## config.mk

```make
export PLATFORM = sky130hd
export DESIGN_NAME = ifu_flat
export DESIGN_NICKNAME = d
export VERILOG_FILES = /design/src/rtl/ifu_pkg.sv /design/src/rtl/ifu_if.sv /design/src/rtl/ifu_pc_reg.sv /design/src/rtl/ifu.sv /design/src/flat_wrapper.sv
export SDC_FILE = /design/constraint.sdc
export NUM_CORES = 1
export LEC_CHECK = 0
export BUFFER_PORTS_ARGS = -buffer_cell sky130_fd_sc_hd__buf_2
export CAP_MARGIN = 15
export CORE_MARGIN = 2
export CORE_UTILIZATION = 45
export DETAILED_ROUTE_END_ITERATION = 7
export PLACE_DENSITY = 0.79
export RECOVER_POWER = 100
export SETUP_SLACK_MARGIN = 0.05
export SYNTH_ARGS = -nofsm -noshare
export SYNTH_HDL_FRONTEND = slang
export SYNTH_SLANG_ARGS = --single-unit
```

## constraint.sdc

```tcl
create_clock -name clk -period 4.78 [get_ports clk]
set_input_delay 1.434 -clock clk [delete_from_list [all_inputs] [get_ports clk]]
set_output_delay 1.434 -clock clk [all_outputs]
set_load 0.01 [all_outputs]
```

## src/rtl/ifu_pkg.sv

```systemverilog
// Shared types and constants for the instruction fetch unit.
package ifu_pkg;

   typedef enum logic [1:0] {
      S_IDLE,
      S_REQ,
      S_HOLD
   } ifu_state_e;

   localparam logic [63:0] DEFAULT_RESET_PC = 64'h8000_0000;
   localparam logic [31:0] BUBBLE_INSTR     = 32'h0;

   localparam int unsigned STALL_PC = 0;
   localparam int unsigned STALL_IF = 1;

   function automatic logic [63:0] pc_inc(input logic [63:0] pc);
      return pc + 64'd4;
   endfunction

endpackage

```

## src/rtl/ifu_if.sv

```systemverilog
// Instruction-bus request/response bundle between the fetch unit and memory.
interface ifu_if;

   logic        ireq_valid;
   logic [63:0] ireq_addr;
   logic        iresp_data_ok;
   logic [31:0] iresp_data;

   modport master (
      output ireq_valid,
      output ireq_addr,
      input  iresp_data_ok,
      input  iresp_data
   );

   modport slave (
      input  ireq_valid,
      input  ireq_addr,
      output iresp_data_ok,
      output iresp_data
   );

endinterface

```

## src/rtl/ifu_pc_reg.sv

```systemverilog
// Program counter with next-PC select: reset, redirect, sequential +4 (64-bit wrap) or hold.
module ifu_pc_reg
   import ifu_pkg::*;
#(
   parameter logic [63:0] RESET_PC = DEFAULT_RESET_PC
) (
   input  logic        clk,
   input  logic        rst,
   input  logic        redirect_i,
   input  logic [63:0] target_i,
   input  logic        advance_i,
   output logic [63:0] pc_o
);

   logic [63:0] pc_q, pc_d;

   always_comb begin
      pc_d = pc_q;
      if (redirect_i) begin
         pc_d = target_i;
      end else if (advance_i) begin
         pc_d = pc_inc(pc_q);
      end
   end

   always_ff @(posedge clk or negedge rst) begin
      if (!rst) begin
         pc_q <= RESET_PC;
      end else begin
         pc_q <= pc_d;
      end
   end

   assign pc_o = pc_q;

endmodule

```

## src/rtl/ifu.sv

```systemverilog
// Instruction fetch unit: one outstanding bus request, hold buffer and IF/ID register.
// Optional IFU_MISALIGN_CHECK_EN suppresses requests from a misaligned PC and pulses ifu_misalign_o.
module ifu
   import ifu_pkg::*;
#(
   parameter logic [63:0] RESET_PC = DEFAULT_RESET_PC
) (
   input  logic        clk,
   input  logic        rst,
   input  logic [5:0]  stall,
   input  logic        branch_flag_i,
   input  logic [63:0] branch_target_i,
   ifu_if.master       ibus,
   output logic [31:0] instr,
   output logic [63:0] instaddr,
   output logic        branch_slot_end_o
`ifdef IFU_MISALIGN_CHECK_EN
   ,
   output logic        ifu_misalign_o
`endif
);

   ifu_state_e  state_q, state_d;
   logic [63:0] pc;
   logic        pc_adv;
   logic        stale_q, stale_d;
   logic        redir_q, redir_d;
   logic        inflight_q;
   logic [63:0] req_addr_q;
   logic [31:0] hold_instr_q, hold_instr_d;
   logic [63:0] hold_addr_q, hold_addr_d;
   logic        hold_bse_q, hold_bse_d;
   logic [31:0] instr_q, instr_d;
   logic [63:0] instaddr_q, instaddr_d;
   logic        bse_q, bse_d;
   logic        misalign;
   logic        unused_stall;

   assign unused_stall = ^stall[5:2];

`ifdef IFU_MISALIGN_CHECK_EN
   logic misal_q, misal_d;
   logic misal_rep_q, misal_rep_d;
   assign misalign = (pc[1:0] != 2'b00);
`else
   assign misalign = 1'b0;
`endif

   ifu_pc_reg #(
      .RESET_PC(RESET_PC)
   ) u_pc_reg (
      .clk       (clk),
      .rst       (rst),
      .redirect_i(branch_flag_i),
      .target_i  (branch_target_i),
      .advance_i (pc_adv),
      .pc_o      (pc)
   );

   always_comb begin
      state_d      = state_q;
      stale_d      = stale_q;
      redir_d      = redir_q;
      pc_adv       = 1'b0;
      hold_instr_d = hold_instr_q;
      hold_addr_d  = hold_addr_q;
      hold_bse_d   = hold_bse_q;
      instr_d      = instr_q;
      instaddr_d   = instaddr_q;
      bse_d        = bse_q;
      // IF/ID defaults to a bubble whenever it is not frozen; word loads override below.
      if (!stall[STALL_IF]) begin
         instr_d = BUBBLE_INSTR;
         bse_d   = 1'b0;
      end
      ibus.ireq_valid = 1'b0;
      // An outstanding request keeps its original address even after a redirect moves the PC.
      ibus.ireq_addr  = inflight_q ? req_addr_q : pc;
`ifdef IFU_MISALIGN_CHECK_EN
      misal_d     = 1'b0;
      misal_rep_d = misal_rep_q;
`endif

      case (state_q)
         S_IDLE: begin
            if (!stall[STALL_PC]) state_d = S_REQ;
         end
         S_REQ: begin
            ibus.ireq_valid = inflight_q || (!stall[STALL_PC] && !misalign);
            if (ibus.ireq_valid && ibus.iresp_data_ok) begin
               if (stale_q) begin
                  stale_d = 1'b0;
               end else if (!branch_flag_i) begin
                  pc_adv  = 1'b1;
                  redir_d = 1'b0;
                  if (stall[STALL_IF]) begin
                     hold_instr_d = ibus.iresp_data;
                     hold_addr_d  = pc;
                     hold_bse_d   = redir_q;
                     state_d      = S_HOLD;
                  end else begin
                     instr_d    = ibus.iresp_data;
                     instaddr_d = pc;
                     bse_d      = redir_q;
                  end
               end
            end
`ifdef IFU_MISALIGN_CHECK_EN
            if (!inflight_q && misalign && !stall[STALL_IF] && !branch_flag_i && !misal_rep_q) begin
               instaddr_d  = pc;
               misal_d     = 1'b1;
               misal_rep_d = 1'b1;
            end
`endif
         end
         S_HOLD: begin
            if (!stall[STALL_IF] && !branch_flag_i) begin
               instr_d    = hold_instr_q;
               instaddr_d = hold_addr_q;
               bse_d      = hold_bse_q;
               state_d    = S_REQ;
            end
         end
         default: state_d = S_IDLE;
      endcase

      if (branch_flag_i) begin
         redir_d = 1'b1;
         stale_d = ibus.ireq_valid && !ibus.iresp_data_ok;
         if (state_q == S_HOLD) state_d = S_REQ;
`ifdef IFU_MISALIGN_CHECK_EN
         misal_rep_d = 1'b0;
`endif
      end
   end

   always_ff @(posedge clk or negedge rst) begin
      if (!rst) begin
         state_q      <= S_IDLE;
         stale_q      <= 1'b0;
         redir_q      <= 1'b0;
         inflight_q   <= 1'b0;
         req_addr_q   <= RESET_PC;
         hold_instr_q <= BUBBLE_INSTR;
         hold_addr_q  <= '0;
         hold_bse_q   <= 1'b0;
         instr_q      <= BUBBLE_INSTR;
         instaddr_q   <= '0;
         bse_q        <= 1'b0;
      end else begin
         state_q      <= state_d;
         stale_q      <= stale_d;
         redir_q      <= redir_d;
         inflight_q   <= ibus.ireq_valid && !ibus.iresp_data_ok;
         req_addr_q   <= ibus.ireq_addr;
         hold_instr_q <= hold_instr_d;
         hold_addr_q  <= hold_addr_d;
         hold_bse_q   <= hold_bse_d;
         instr_q      <= instr_d;
         instaddr_q   <= instaddr_d;
         bse_q        <= bse_d;
      end
   end

`ifdef IFU_MISALIGN_CHECK_EN
   always_ff @(posedge clk or negedge rst) begin
      if (!rst) begin
         misal_q     <= 1'b0;
         misal_rep_q <= 1'b0;
      end else begin
         misal_q     <= misal_d;
         misal_rep_q <= misal_rep_d;
      end
   end

   assign ifu_misalign_o = misal_q;
`endif

   assign instr             = instr_q;
   assign instaddr          = instaddr_q;
   assign branch_slot_end_o = bse_q;

endmodule

```

## src/flat_wrapper.sv

```systemverilog
// flat-port wrapper written by rule: the top's interface ports become plain ports
module ifu_flat import ifu_pkg::*;
#(
   parameter logic [63:0] RESET_PC = DEFAULT_RESET_PC
)
  (clk, rst, stall, branch_flag_i, branch_target_i, instr, instaddr, branch_slot_end_o, ibus_ireq_valid, ibus_ireq_addr, ibus_iresp_data_ok, ibus_iresp_data);
  ifu_if ibus_i ();
  input  logic clk;
  input  logic rst;
  input  logic [5:0] stall;
  input  logic branch_flag_i;
  input  logic [63:0] branch_target_i;
  output logic [31:0] instr;
  output logic [63:0] instaddr;
  output logic branch_slot_end_o;
  output wire logic [$bits(ibus_i.ireq_valid)-1:0] ibus_ireq_valid;
  output wire logic [$bits(ibus_i.ireq_addr)-1:0] ibus_ireq_addr;
  input wire logic [$bits(ibus_i.iresp_data_ok)-1:0] ibus_iresp_data_ok;
  input wire logic [$bits(ibus_i.iresp_data)-1:0] ibus_iresp_data;
  assign ibus_ireq_valid = ibus_i.ireq_valid;
  assign ibus_ireq_addr = ibus_i.ireq_addr;
  assign ibus_i.iresp_data_ok = ibus_iresp_data_ok;
  assign ibus_i.iresp_data = ibus_iresp_data;
  ifu #(.RESET_PC(RESET_PC)) u_core (.clk(clk), .rst(rst), .stall(stall), .branch_flag_i(branch_flag_i), .branch_target_i(branch_target_i), .ibus(ibus_i), .instr(instr), .instaddr(instaddr), .branch_slot_end_o(branch_slot_end_o));
endmodule
```

* Word level (Yosys, flattened, before mapping) *
Index checks and enable logic that the tools add are counted.

operators by class
  reduce and logical (&&, ||, !) cells = 17
  muxes and demuxes = 44
  bitwise operators = 2
  equality and inequality tests = 8
  $add $sub $neg = 1

operator list
  operator                                                          number
  64-bit two-way mux                                                8
  32-bit two-way mux                                                6
  64-bit case mux with 2 select lines                               1
  64-bit by 3-bit adder with 64-bit output (second input constant)  1
  32-bit case mux with 2 select lines                               1
  1-bit two-way mux                                                 18
  2-bit two-way mux                                                 8
  2-bit != test (second input constant)                             4
  2-bit nonzero test                                                4
  2-bit case mux with 3 select lines                                1
  6-bit AND reduction                                               1
  5-bit AND reduction                                               1
  1-bit zero test                                                   4
  2-bit by 1-bit != test with 1-bit output (second input constant)  2
  1-bit logical AND                                                 3
  3-bit AND reduction                                               1
  2-bit by 1-bit == test with 1-bit output (second input constant)  1
  2-bit == test (second input constant)                             1
  2-bit zero test                                                   1
  1-bit inverter                                                    2
  1-bit case mux with 2 select lines                                1
  2-bit AND reduction                                               1
  1-bit logical OR                                                  1

word-level totals
  input port bits = 106
  register bits = 327
  output and inout port bits = 162
  word-level logic and storage cells = 84

* Longest topological paths before layout *
Gate-level depths: netlist of the first run.

  depth in word-level cells = 7
  depth in mapped cells = 9
  mapped depth without buffers = 7

* Hierarchy *
A second synthesis of the first run with hierarchy kept.

second synthesis, totals
  cells, all modules = 1190
  area total of the unflattened synthesis = 14805.4 µm²

by module, submodules not included
  module      times used  area each (µm²)  seq. area each (µm²)  cells each
  ifu         1           10923.0          6582.6                736
  ifu_pc_reg  1           3882.5           1602.8                454

* Least setup slack after synthesis of the first run *
No wires, ideal clock.

  path kind = input to register
  start point = input branch_flag_i
  end point = register u_core.hold_addr_q[0]
  setup slack = 1.515 ns
  buffers on the path = 4
  required time = 4.655 ns
  stages on the path = 8
  data arrival time = 3.140 ns
  setup time = 0.125 ns
  cell sequence = clkbuf_1 nor2_1 and4_1 clkbuf_1 nand2_1 clkbuf_1 clkbuf_1 mux2_2

on the way
  cells in the longest elaborated chain, start to end = 2

ends and longest elaborated chain
  item                                  RTL line            source
  from (decl)                           flat_wrapper.sv:11  input logic branch_flag_i;
  1-bit inverter (no source line)       --
  5-bit AND reduction (no source line)  --
  to (signal assigned)                  ifu.sv:157          hold_addr_q <= hold_addr_d;
  to (decl)                             ifu.sv:31           logic [63:0] hold_addr_q, hold_addr_d;

Every way passes these cells.
A chain may end at the register's enable or synchronous reset.

* Worst setup path in the final report of the first run *
  start point = register u_core.inflight_q
  end point = output ibus_ireq_addr[55]

on the way
  cells in the longest elaborated chain, start to end = 1

ends and longest elaborated chain
  item                    RTL line            source
  from (decl)             ifu.sv:28           logic inflight_q;
  from (signal assigned)  ifu.sv:154          inflight_q <= ibus.ireq_valid && !ibus.iresp_data_ok;
  64-bit two-way mux      ifu.sv:78           ibus.ireq_addr = inflight_q ? req_addr_q : pc;
  to (decl)               flat_wrapper.sv:17  output wire logic [$bits(ibus_i.ireq_addr)-1:0] ibus_ireq_addr;

Every way passes these cells.

==> results by group, run 1 <==
Setup path
  – Setup CP Type: reg -> out
  – Startpoint Class: flop
  – Largest fanout on the critical path: 48
  – Critical path arrival: 2.65 ns
  – Critical Path Start: u_core.inflight_q$_DFF_PN0_
  – Critical Path RT: 3.35 ns
  – Crit end category: primary output
  – R2r startpoint: u_core.state_q[0]$_DFF_PN0_

Global route
  – Vias in the first global route: 11119
  – First-pass GRT wire length: 59.9 mm
  – Largest net degree at the start of global routing: 91
  – Grt ovf: 0
  – Initial antenna violation count: 13
  – Global Route Usage Sum: 22.4%

Cells and area
  – Layout Nets: 1638
  – Layout cells sized above 1: 19.7%
  – Finished Cell Area: 17400 um^2
  – Commonest non-fill, non-tap cell in the layout: dfrtp_1
  – Area delta synth->final: 18.9%
  – Most frequent cells in the layout: dfrtp_1, clkbuf_1, mux2_2

CTS
  – # Post-CTS Setup Buffers: 0
  – Worst skew pair latency: 0.53 ns
  – Clock Path Buffers: 3
  – Cells resized by post-CTS repair: 0
  – Clock root buffer master: clkbuf_16
  – Clk sinks: 327
  – TritonCTS Buffers: 38
  – CTS clock-pin slew for the worst setup and hold paths: 0.06 ns
  – CTS tree: done
  – Htree depth: 2
  – Hold Buf Count CTS: 0

Run status
  – Run status: complete, but fails checks
  – Failing checks: capacitance limit, slew limit

Yosys
  – Mux cell area share after synthesis: 16.8%
  – Synth Area in Simple Gates: 12.6%
  – Sequential area share after synthesis: 55.8%
  – Netlist Area Pre-Place: 14700 um^2
  – Mapped Avg Cell Area: 11.2 um^2
  – Synth Area in Compound Gates: 9.73%
  – Yosys cell types: 53
  – Syn Nets: 1423
  – Main combinational cell family by area after synthesis: multiplexers
  – Post-synthesis xor/xnor area fraction: 1.43%
  – #FFs+latches synth: 327
  – Post-synth EDFFs: 0
  – Synth Area in Adders: 0.427%
  – Syn. warnings: 0
  – Synth Flop Type: dfrtp_1
  – Cells after Synth: 1312
  – FFs w/ async S/R, synth: 100%

Detailed routing
  – Via density per instance: 5.63
  – Starting DRT DRC Count: 776
  – DRC Markers: 0
  – DRT Pass-1 Iters: 5
  – WL/cell: 19.3 um
  – Via count: 11303
  – Final WL: 38.7 mm
  – Post-route ant nets: 0

STA
  – Final Skew: 0.0167 ns
  – Final Critical Period: 4.08 ns
  – RSZ-0062 raised after global routing: false
  – Worst-Margin Slew: 2.48 ns
  – Final Hold Viols: 0
  – Slew HR: -65.2%
  – Post-route setup TNS: 0 ns
  – Setup-failing EPs final: 0
  – Final slew viol count: 326
  – Fmax: 245 MHz
  – Part of the cycle the worst path needs: 85.4%

Pwr
  – LEAKAGE: 7.12 nW
  – Switch share: 30.5%
  – Sw Pwr: 2.81 mW
  – Pwr Density: 528 nW/um^2
  – Comb pwr share: 21.9%
  – Clk pwr share: 32.7%
  – Sequential share of power: 45.4%
  – Cell-internal power: 6.40 mW
  – Worst vdd ir: 0.301 mV

Floorplanning
  – Row cnt: 66
  – Die W: 185 um
  – IO Pins: 268
  – Core area: 32300 um^2
  – Die height: 185 um
  – Starting Density: 45.4%
  – Die ar.: 34100 um^2

Job
  – Max-cap violation count: 5

Place
  – HPWL after DPL: 25.9 mm
  – Routability congestion estimate: 0.801
  – Port bufs: 263
  – Placed instance area: 16400 um^2

Hold path
  – Min-delay src: u_core.instr[11]$_DFF_PN0_
  – Hold Path Class: reg -> reg
[synthesized netlist by cell type, types with 15 or more instances]
cell      number  area share [%]
nand3_1       28            0.96
mux2i_1       70             4.8
mux2_2       157              12
or3_1         18            0.77
a21oi_1       67             2.3
a22oi_1       36             1.8
nor2_1       105             2.7
nand2_1      109             2.8
a31oi_1       25             1.1
nand4_1       34             1.5
o21ai_0       79             2.7
clkbuf_1      77             2.0
or4_1         15            0.77
buf_2         16            0.55
nor4_1        16            0.68
dfrtp_1      325              55
[power by group through the flow]
stage	clock [mW]	sequential [mW]	combinational [mW]
floorplan	0	4.15	1.30
global route	3.19	4.28	2.23
detailed placement	0	4.20	2.15
global placement	0	4.14	2.08
CTS	3.07	4.16	2.17
finish	3.02	4.18	2.02
[layout make-up]
cell class	instances	area, um^2
multi-input cells	870	6020
well taps	442	553
inverters	10	37.5
diodes	10	25.0
repair buffers	280	1280
flip-flops and latches	327	8190
fillers	2838	14900
clock buffers	55	1130
clock inverters	13	190
[metrics by stage]
| stage | util (%) | worst slack (ns) | hold slack [ns] | cells | total power, mW |
|---|---|---|---|---|---|
| 2_1_floorplan | - | 1.52 | 0.450 | 1312 | 5.45 |
| 6_report | 54.0 | 0.697 | 0.479 | 2007 | 9.21 |
| 5_1_grt | 54.0 | 0.462 | 0.500 | 2007 | 9.70 |
| 3_5_place_dp | 50.6 | 1.10 | 0.468 | 1929 | 6.36 |
| 3_3_place_gp | 50.6 | 1.12 | 0.459 | 1929 | 6.22 |
| 4_1_cts | 54.7 | 0.980 | 0.481 | 1997 | 9.40 |
[sequential cells by signal (all words and copies together), names as in the netlist]
register / cells
u_core.hold_addr_q: 64
u_core.branch_slot_end_o: 1
u_core.hold_bse_q: 1
u_core.req_addr_q: 64
u_core.redir_q: 1
u_core.u_pc_reg.pc_o: 64
u_core.instaddr: 64
u_core.state_q: 2
u_core.hold_instr_q: 32
u_core.instr: 32
u_core.stale_q: 1
u_core.inflight_q: 1
[per-layer routing]
layer	track usage [%]	up-vias	share of wire (%)
met1	29.5	5623	42
met2	35.5	426	48
li1	-	5158	-
met5	0	-	0.075
met4	10.5	6	3.4
met3	4.41	90	6.6
[worst paths after layout]
kind | to | slack (ns) | cells past startpoint
setup reg to reg | u_core.state_q[0]$_DFF_PN0_ | 0.75 | 6
hold reg to reg | u_core.instr[11]$_DFF_PN0_ | 0.48 | 2
setup / recovery | ibus_ireq_addr[55] | 0.70 | 3
max in group asynchronous | u_core.instaddr[37]$_DFFE_PN0P_ | 1.14 | 2
min in group asynchronous | u_core.hold_instr_q[6]$_DFFE_PN0P_ | 1.67 | 1
hold / removal | u_core.instr[11]$_DFF_PN0_ | 0.48 | 2
[cell families after synthesis]
group | after synthesis
flops | 327
compound gates | 240
simple gates | 374
xor+xnor | 24
mux | 227
fa+ha+maj | 5
buf+inv | 115
[worst max-delay path, cell delays in order (launching register included)]
cell	delay [ns]
dfrtp_4	0.92
clkbuf_1	0.62
mux2_1	0.42
clkbuf_1	0.14
Power figures use the tool's default switching activity.
==> run 2, diff against run 1 <==
clock period = 3.9 ns   (was 4.78 ns; I/O delays follow)
==> results by group, run 2 (synthesis gave the netlist of run 1 again) <==
CTS
  – TritonCTS Buffers: 37
  – # Post-CTS Setup Buffers: 0
  – Htree depth: 2
  – CTS tree: done
  – Clk sinks: 327
  – Clock root buffer master: clkbuf_16
  – Worst skew pair latency: 0.52 ns
  – CTS clock-pin slew for the worst setup and hold paths: 0.06 ns
  – Hold Buf Count CTS: 0
  – Cells resized by post-CTS repair: 0
  – Clock Path Buffers: 3

Setup path
  – End of the worst register-to-register path: u_core.hold_instr_q[6]$_DFFE_PN0P_
  – Crit end category: flop
  – Worst Reg2Reg Path Length in Cells: 5
  – Flop-to-flop setup slack: 0.46 ns
  – Largest fanout on the critical path: 77
  – Startpoint Class: flop
  – Setup CP Type: reg -> reg
  – Critical Path RT: 4.29 ns
  – R2r startpoint: u_core.inflight_q$_DFF_PN0_
  – Critical path arrival: 3.83 ns

Cells and area
  – Finished Core Util: 53.8%
  – Most frequent cells in the layout: dfrtp_1, clkbuf_1, mux2_2
  – Commonest non-fill, non-tap cell in the layout: dfrtp_1
  – Layout cells sized above 1: 20.2%
  – Area delta synth->final: 18.5%
  – Layout Nets: 1639

Pwr
  – Worst vdd ir: 0.356 mV
  – LEAKAGE: 7.07 nW
  – Sw Pwr: 3.47 mW
  – Clk pwr share: 31.4%
  – Switch share: 31.2%
  – Pwr Density: 641 nW/um^2
  – Sequential share of power: 46.0%
  – Cell-internal power: 7.67 mW
  – Power Total: 11.1 mW
  – Comb pwr share: 22.7%

Place
  – HPWL after DPL: 26.0 mm
  – Place WS: 0.710 ns
  – Port bufs: 263
  – Routability congestion estimate: 0.831

Detailed routing
  – Starting DRT DRC Count: 669
  – Met2 WL: 18.7 mm
  – WL/cell: 19.5 um
  – Top Metal Used: met5
  – Via count: 11425
  – Final WL: 39.1 mm
  – DRT Pass-1 Iters: 5
  – DRT met1 WL: 16.2 mm
  – Via density per instance: 5.68
  – Post-route ant nets: 0
  – Met3 routed WL: 2.62 mm
  – DRC Markers: 0

Hold path
  – Hold depth: 2
  – Hold Path End: u_core.instr[7]$_DFF_PN0_
  – Hold Path Class: reg -> reg
  – Min-delay src: u_core.instr[7]$_DFF_PN0_

Run status
  – Failing checks: capacitance limit, slew limit
  – Run status: complete, but fails checks

STA
  – Final Hold Viols: 0
  – Worst-Margin Slew: 1.92 ns
  – Setup ws final: 0.456 ns
  – Final Skew: 0.0173 ns
  – RSZ-0062 raised after global routing: false
  – Setup-failing EPs final: 0
  – Post-route setup TNS: 0 ns
  – Final Critical Period: 3.44 ns
  – Fmax: 290 MHz
  – Final slew viol count: 147
  – Part of the cycle the worst path needs: 88.3%
  – Slew HR: -27.7%

Floorplanning
  – Starting Density: 45.4%
  – IO Pins: 268
  – Row cnt: 66
  – Die W: 185 um
  – Core area: 32300 um^2
  – Die height: 185 um
  – Die ar.: 34100 um^2

Global route
  – Vias in the first global route: 11201
  – Grt ovf: 0
  – Initial antenna violation count: 13
  – Global Route Usage Sum: 22.8%
  – Largest net degree at the start of global routing: 79
  – First-pass GRT wire length: 61.0 mm

Job
  – Max-cap violation count: 2
## run 2: changes by cell type in the layout (fill, tap and decap cells not counted), moves of 3 or more
cell,previous run,this run
mux2_1,40,31
mux2_2,117,126
clkbuf_8,12,7
clkbuf_1,172,177
clkbuf_4,0,3
## run 2: stage by stage
stage | area, um^2 | hold slack (ns) | cells
2_1_floorplan | 14700 | 0.450 | 1312
3_3_place_gp | 16400 | 0.458 | 1931
3_5_place_dp | 16400 | 0.466 | 1931
4_1_cts | 17600 | 0.478 | 1999
5_1_grt | 17400 | 0.502 | 2008
6_report | 17400 | 0.479 | 2010
## run 2: final cells by class
class / count / area, um^2
inverter: 10 / 37.5
fill: 2797 / 14900
sequential: 327 / 8190
clock buffer: 57 / 1110
timing repair buffer: 282 / 1290
tap: 442 / 553
clock inverter: 11 / 120
multi-input combinational: 870 / 6050
antenna: 11 / 27.5
## run 2: worst max-delay path by stage
stage,from,to,slack [ns],cells after the start
floorplan,branch_flag_i,u_core.hold_addr_q[0]$_DFFE_PN0P_,0.90,8
finish,u_core.inflight_q$_DFF_PN0_,u_core.hold_instr_q[6]$_DFFE_PN0P_,0.46,5
CTS,u_core.inflight_q$_DFF_PN0_,ibus_ireq_addr[32],0.48,3
global placement,stall[0],u_core.hold_addr_q[47]$_DFFE_PN0P_,0.77,6
detailed placement,branch_flag_i,u_core.u_pc_reg.pc_o[42]$_DFFE_PN0N_,0.71,6
global route,branch_flag_i,u_core.u_pc_reg.pc_o[22]$_DFFE_PN0N_,0.23,6
## run 2: power by group through the flow
| stage | combinational [mW] | sequential, mW | clock [mW] |
|---|---|---|---|
| after floorplan | 1.59 | 5.08 | 0 |
| after global placement | 2.57 | 5.07 | 0 |
| after detailed placement | 2.68 | 5.14 | 0 |
| after CTS | 2.70 | 5.10 | 3.56 |
| after global routing | 2.78 | 5.25 | 3.70 |
| final | 2.52 | 5.12 | 3.50 |
## run 2: layer usage
metal / global-route usage, % / vias up
met5: 0 / -
met4: 11.5 / 6
met3: 4.45 / 114
met2: 36.6 / 451
met1: 29.4 / 5682
li1: - / 5172
## run 2: critical path, stage by stage, from the launching register on
cell and delay (ns):
dfrtp_4 0.73, nand2b_1 0.34, and4_1 0.35, nand2_4 0.37, clkbuf_4 0.96, mux2_2 0.44
==> run 3, diff against run 2 <==
SYNTH_HIERARCHICAL = 1   (was not set)
==> results by group, run 3 <==
Yosys
  – Yosys cell types: 54
  – Top-count cell post-synth: dfrtp_1
  – Post-synth top area cell: dfrtp_1
  – FFs w/ async S/R, synth: 100%
  – Sequential area share after synthesis: 55.3%
  – Synth top area share: 54.9%
  – #FFs+latches synth: 327
  – Top cells by count, synth: dfrtp_1, mux2_2, nand2_1
  – Synth area leaders: dfrtp_1, mux2_2, o21ai_0
  – Post-synth EDFFs: 0
  – Syn. warnings: 6
  – Mapped Avg Cell Area: 12.4 um^2
  – Netlist Area Pre-Place: 14800 um^2
  – Syn Nets: 1301
  – Cells after Synth: 1190
  – Synth Flop Type: dfrtp_1

Detailed routing
  – Final WL: 36.1 mm
  – DRT Pass-1 Iters: 5
  – Post-route ant nets: 0
  – Via count: 10455
  – DRC Markers: 0
  – Starting DRT DRC Count: 564
  – WL/cell: 18.8 um
  – Via density per instance: 5.44

Run status
  – Failing checks: capacitance limit, slew limit
  – Run status: complete, but fails checks

Floorplanning
  – Starting Density: 45.6%
  – Die ar.: 34400 um^2
  – IO Pins: 268
  – Row cnt: 66
  – Core area: 32500 um^2
  – Die height: 185 um
  – Die W: 185 um

CTS
  – Htree depth: 2
  – CTS clock-pin slew for the worst setup and hold paths: 0.06 ns
  – TritonCTS Buffers: 35
  – CTS tree: done
  – Clk sinks: 327
  – Cells resized by post-CTS repair: 0
  – Clock root buffer master: clkbuf_16
  – Worst skew pair latency: 0.50 ns
  – Clock Path Buffers: 3
  – Hold Buf Count CTS: 0
  – # Post-CTS Setup Buffers: 0

Pwr
  – Power Total: 10.9 mW
  – Pwr Density: 621 nW/um^2
  – Worst vdd ir: 0.404 mV
  – LEAKAGE: 7.40 nW

Global route
  – Vias in the first global route: 10647
  – Largest net degree at the start of global routing: 87
  – Initial antenna violation count: 3
  – Met2 Use GR: 34.3%
  – GR Util met1: 27.8%
  – Top Usage Layer GRT: met2
  – Grt ovf: 0
  – Global Route Usage Sum: 20.8%
  – GR Layer Usage met3: 4.25%
  – First-pass GRT wire length: 56.6 mm

STA
  – Slew HR: -59.0%
  – Fmax: 280 MHz
  – Fin Hold WS: 0.480 ns
  – Post-route setup TNS: 0 ns
  – Worst-Margin Slew: 2.39 ns
  – Final Skew: 0.0129 ns
  – Final Hold Viols: 0
  – Final slew viol count: 173
  – Part of the cycle the worst path needs: 91.6%
  – Final Critical Period: 3.57 ns
  – Setup-failing EPs final: 0
  – Setup ws final: 0.329 ns
  – RSZ-0062 raised after global routing: false

Setup path
  – Largest fanout on the critical path: 7
  – Setup CP Type: in -> reg
  – Flop-to-flop setup slack: 0.36 ns
  – Critical Path Start: stall[0]
  – Critical path arrival: 3.99 ns
  – End of the worst register-to-register path: u_core/u_pc_reg/pc_o[61]$_DFFE_PN0N_
  – Startpoint Class: input pin
  – R2r startpoint: u_core/state_q[1]$_DFF_PN0_
  – Critical Path RT: 4.32 ns
  – Crit end category: flop
  – Worst Reg2Reg Path Length in Cells: 10

Job
  – Max-cap violation count: 3

Cells and area
  – Area delta synth->final: 18.1%
  – Layout Nets: 1563
  – Layout cells sized above 1: 28.8%
  – Most frequent cells in the layout: dfrtp_1, mux2_2, clkbuf_1
  – Commonest non-fill, non-tap cell in the layout: dfrtp_1

Place
  – Port bufs: 263
  – HPWL after DPL: 24.4 mm
  – Place WS: -0.132 ns
  – Routability congestion estimate: 0.792

Hold path
  – Hold Path End: u_core/instr[11]$_DFF_PN0_
  – Hold Path Class: reg -> reg
  – Min-delay src: u_core/instr[11]$_DFF_PN0_
  – Hold depth: 2
-- run 3: cell types whose count changed after synthesis, moves of 8 or more --
cell | before | now
xor2_1 | 12 | 24
mux2_2 | 157 | 274
mux2_4 | 0 | 19
or3_1 | 18 | 10
a31oi_1 | 25 | 11
a21oi_1 | 67 | 4
o31ai_1 | 12 | 3
clkbuf_1 | 77 | 45
nor2_1 | 105 | 24
and3_1 | 6 | 14
mux2i_1 | 70 | 3
-- run 3: final cells by class --
class                           count  area (um^2)
Timing Repair Buffer              296         1340
Tap cell                          442          553
Sequential cell                   327         8190
Clock inverter                     11          120
Antenna cell                        2         5.00
Fill cell                        2828        15000
Clock buffer                       51         1050
Inverter                           10         37.5
Multi-Input combinational cell    782         6200
-- run 3: worst max-delay path by stage --
stage,to,slack [ns]
2_1_floorplan,u_core/u_pc_reg/pc_o[61]$_DFFE_PN0N_,0.12
3_3_place_gp,u_core/u_pc_reg/pc_o[61]$_DFFE_PN0N_,-0.12
3_5_place_dp,u_core/u_pc_reg/pc_o[61]$_DFFE_PN0N_,-0.13
4_1_cts,u_core/u_pc_reg/pc_o[61]$_DFFE_PN0N_,0.36
5_1_grt,u_core/u_pc_reg/pc_o[61]$_DFFE_PN0N_,0.14
6_report,u_core/u_pc_reg/pc_o[61]$_DFFE_PN0N_,0.33
-- run 3: report_power, final --
part	total [mW]	leakage, nW	internal (mW)	switching (mW)
clock network	3.34	0.573	2.01	1.33
registers	4.98	4.03	4.41	0.574
logic	2.55	2.80	1.25	1.30
total	10.9	7.40	7.66	3.21
-- run 3: worst max-delay path, stage by stage --
cell	delay, ns
buf_2	0.12
inv_1	0.06
o21ai_0	0.11
nor3_1	0.34
buf_4	0.22
nand4_1	0.15
or4b_1	0.57
or4b_4	0.59
or4_1	0.48
a31oi_1	0.17
-- run 3: cells by family (layout without fill, tap and decap cells) --
group           count (synthesis)  in the layout  synth area share [%]
compound gates                154            154                  6.37
xor+xnor                       42             42                  2.48
fa+ha+maj                       5              5                 0.423
buf+inv                        81            368                  2.42
flops                         327            327                  55.3
mux                           296            296                  23.0
other cells                     0              2                     0
simple gates                  285            285                  10.0
-- run 3: through the flow --
step                std cells  util (%)  instance area (um^2)
finish                   1921      53.9                 17500
global route             1919      53.9                 17500
CTS                      1919      55.0                 17800
detailed placement       1857      51.4                 16700
global placement         1857      51.4                 16700
floorplan                1190         -                 14800
-- run 3: layer usage --
layer / part of all wire [%] / wire length, um / vias to the layer above
met5: 0.036 / 13 / -
met4: 2.3 / 815 / 2
met3: 5.9 / 2130 / 68
met2: 48 / 17200 / 285
met1: 44 / 15900 / 5260
li1: - / - / 4840
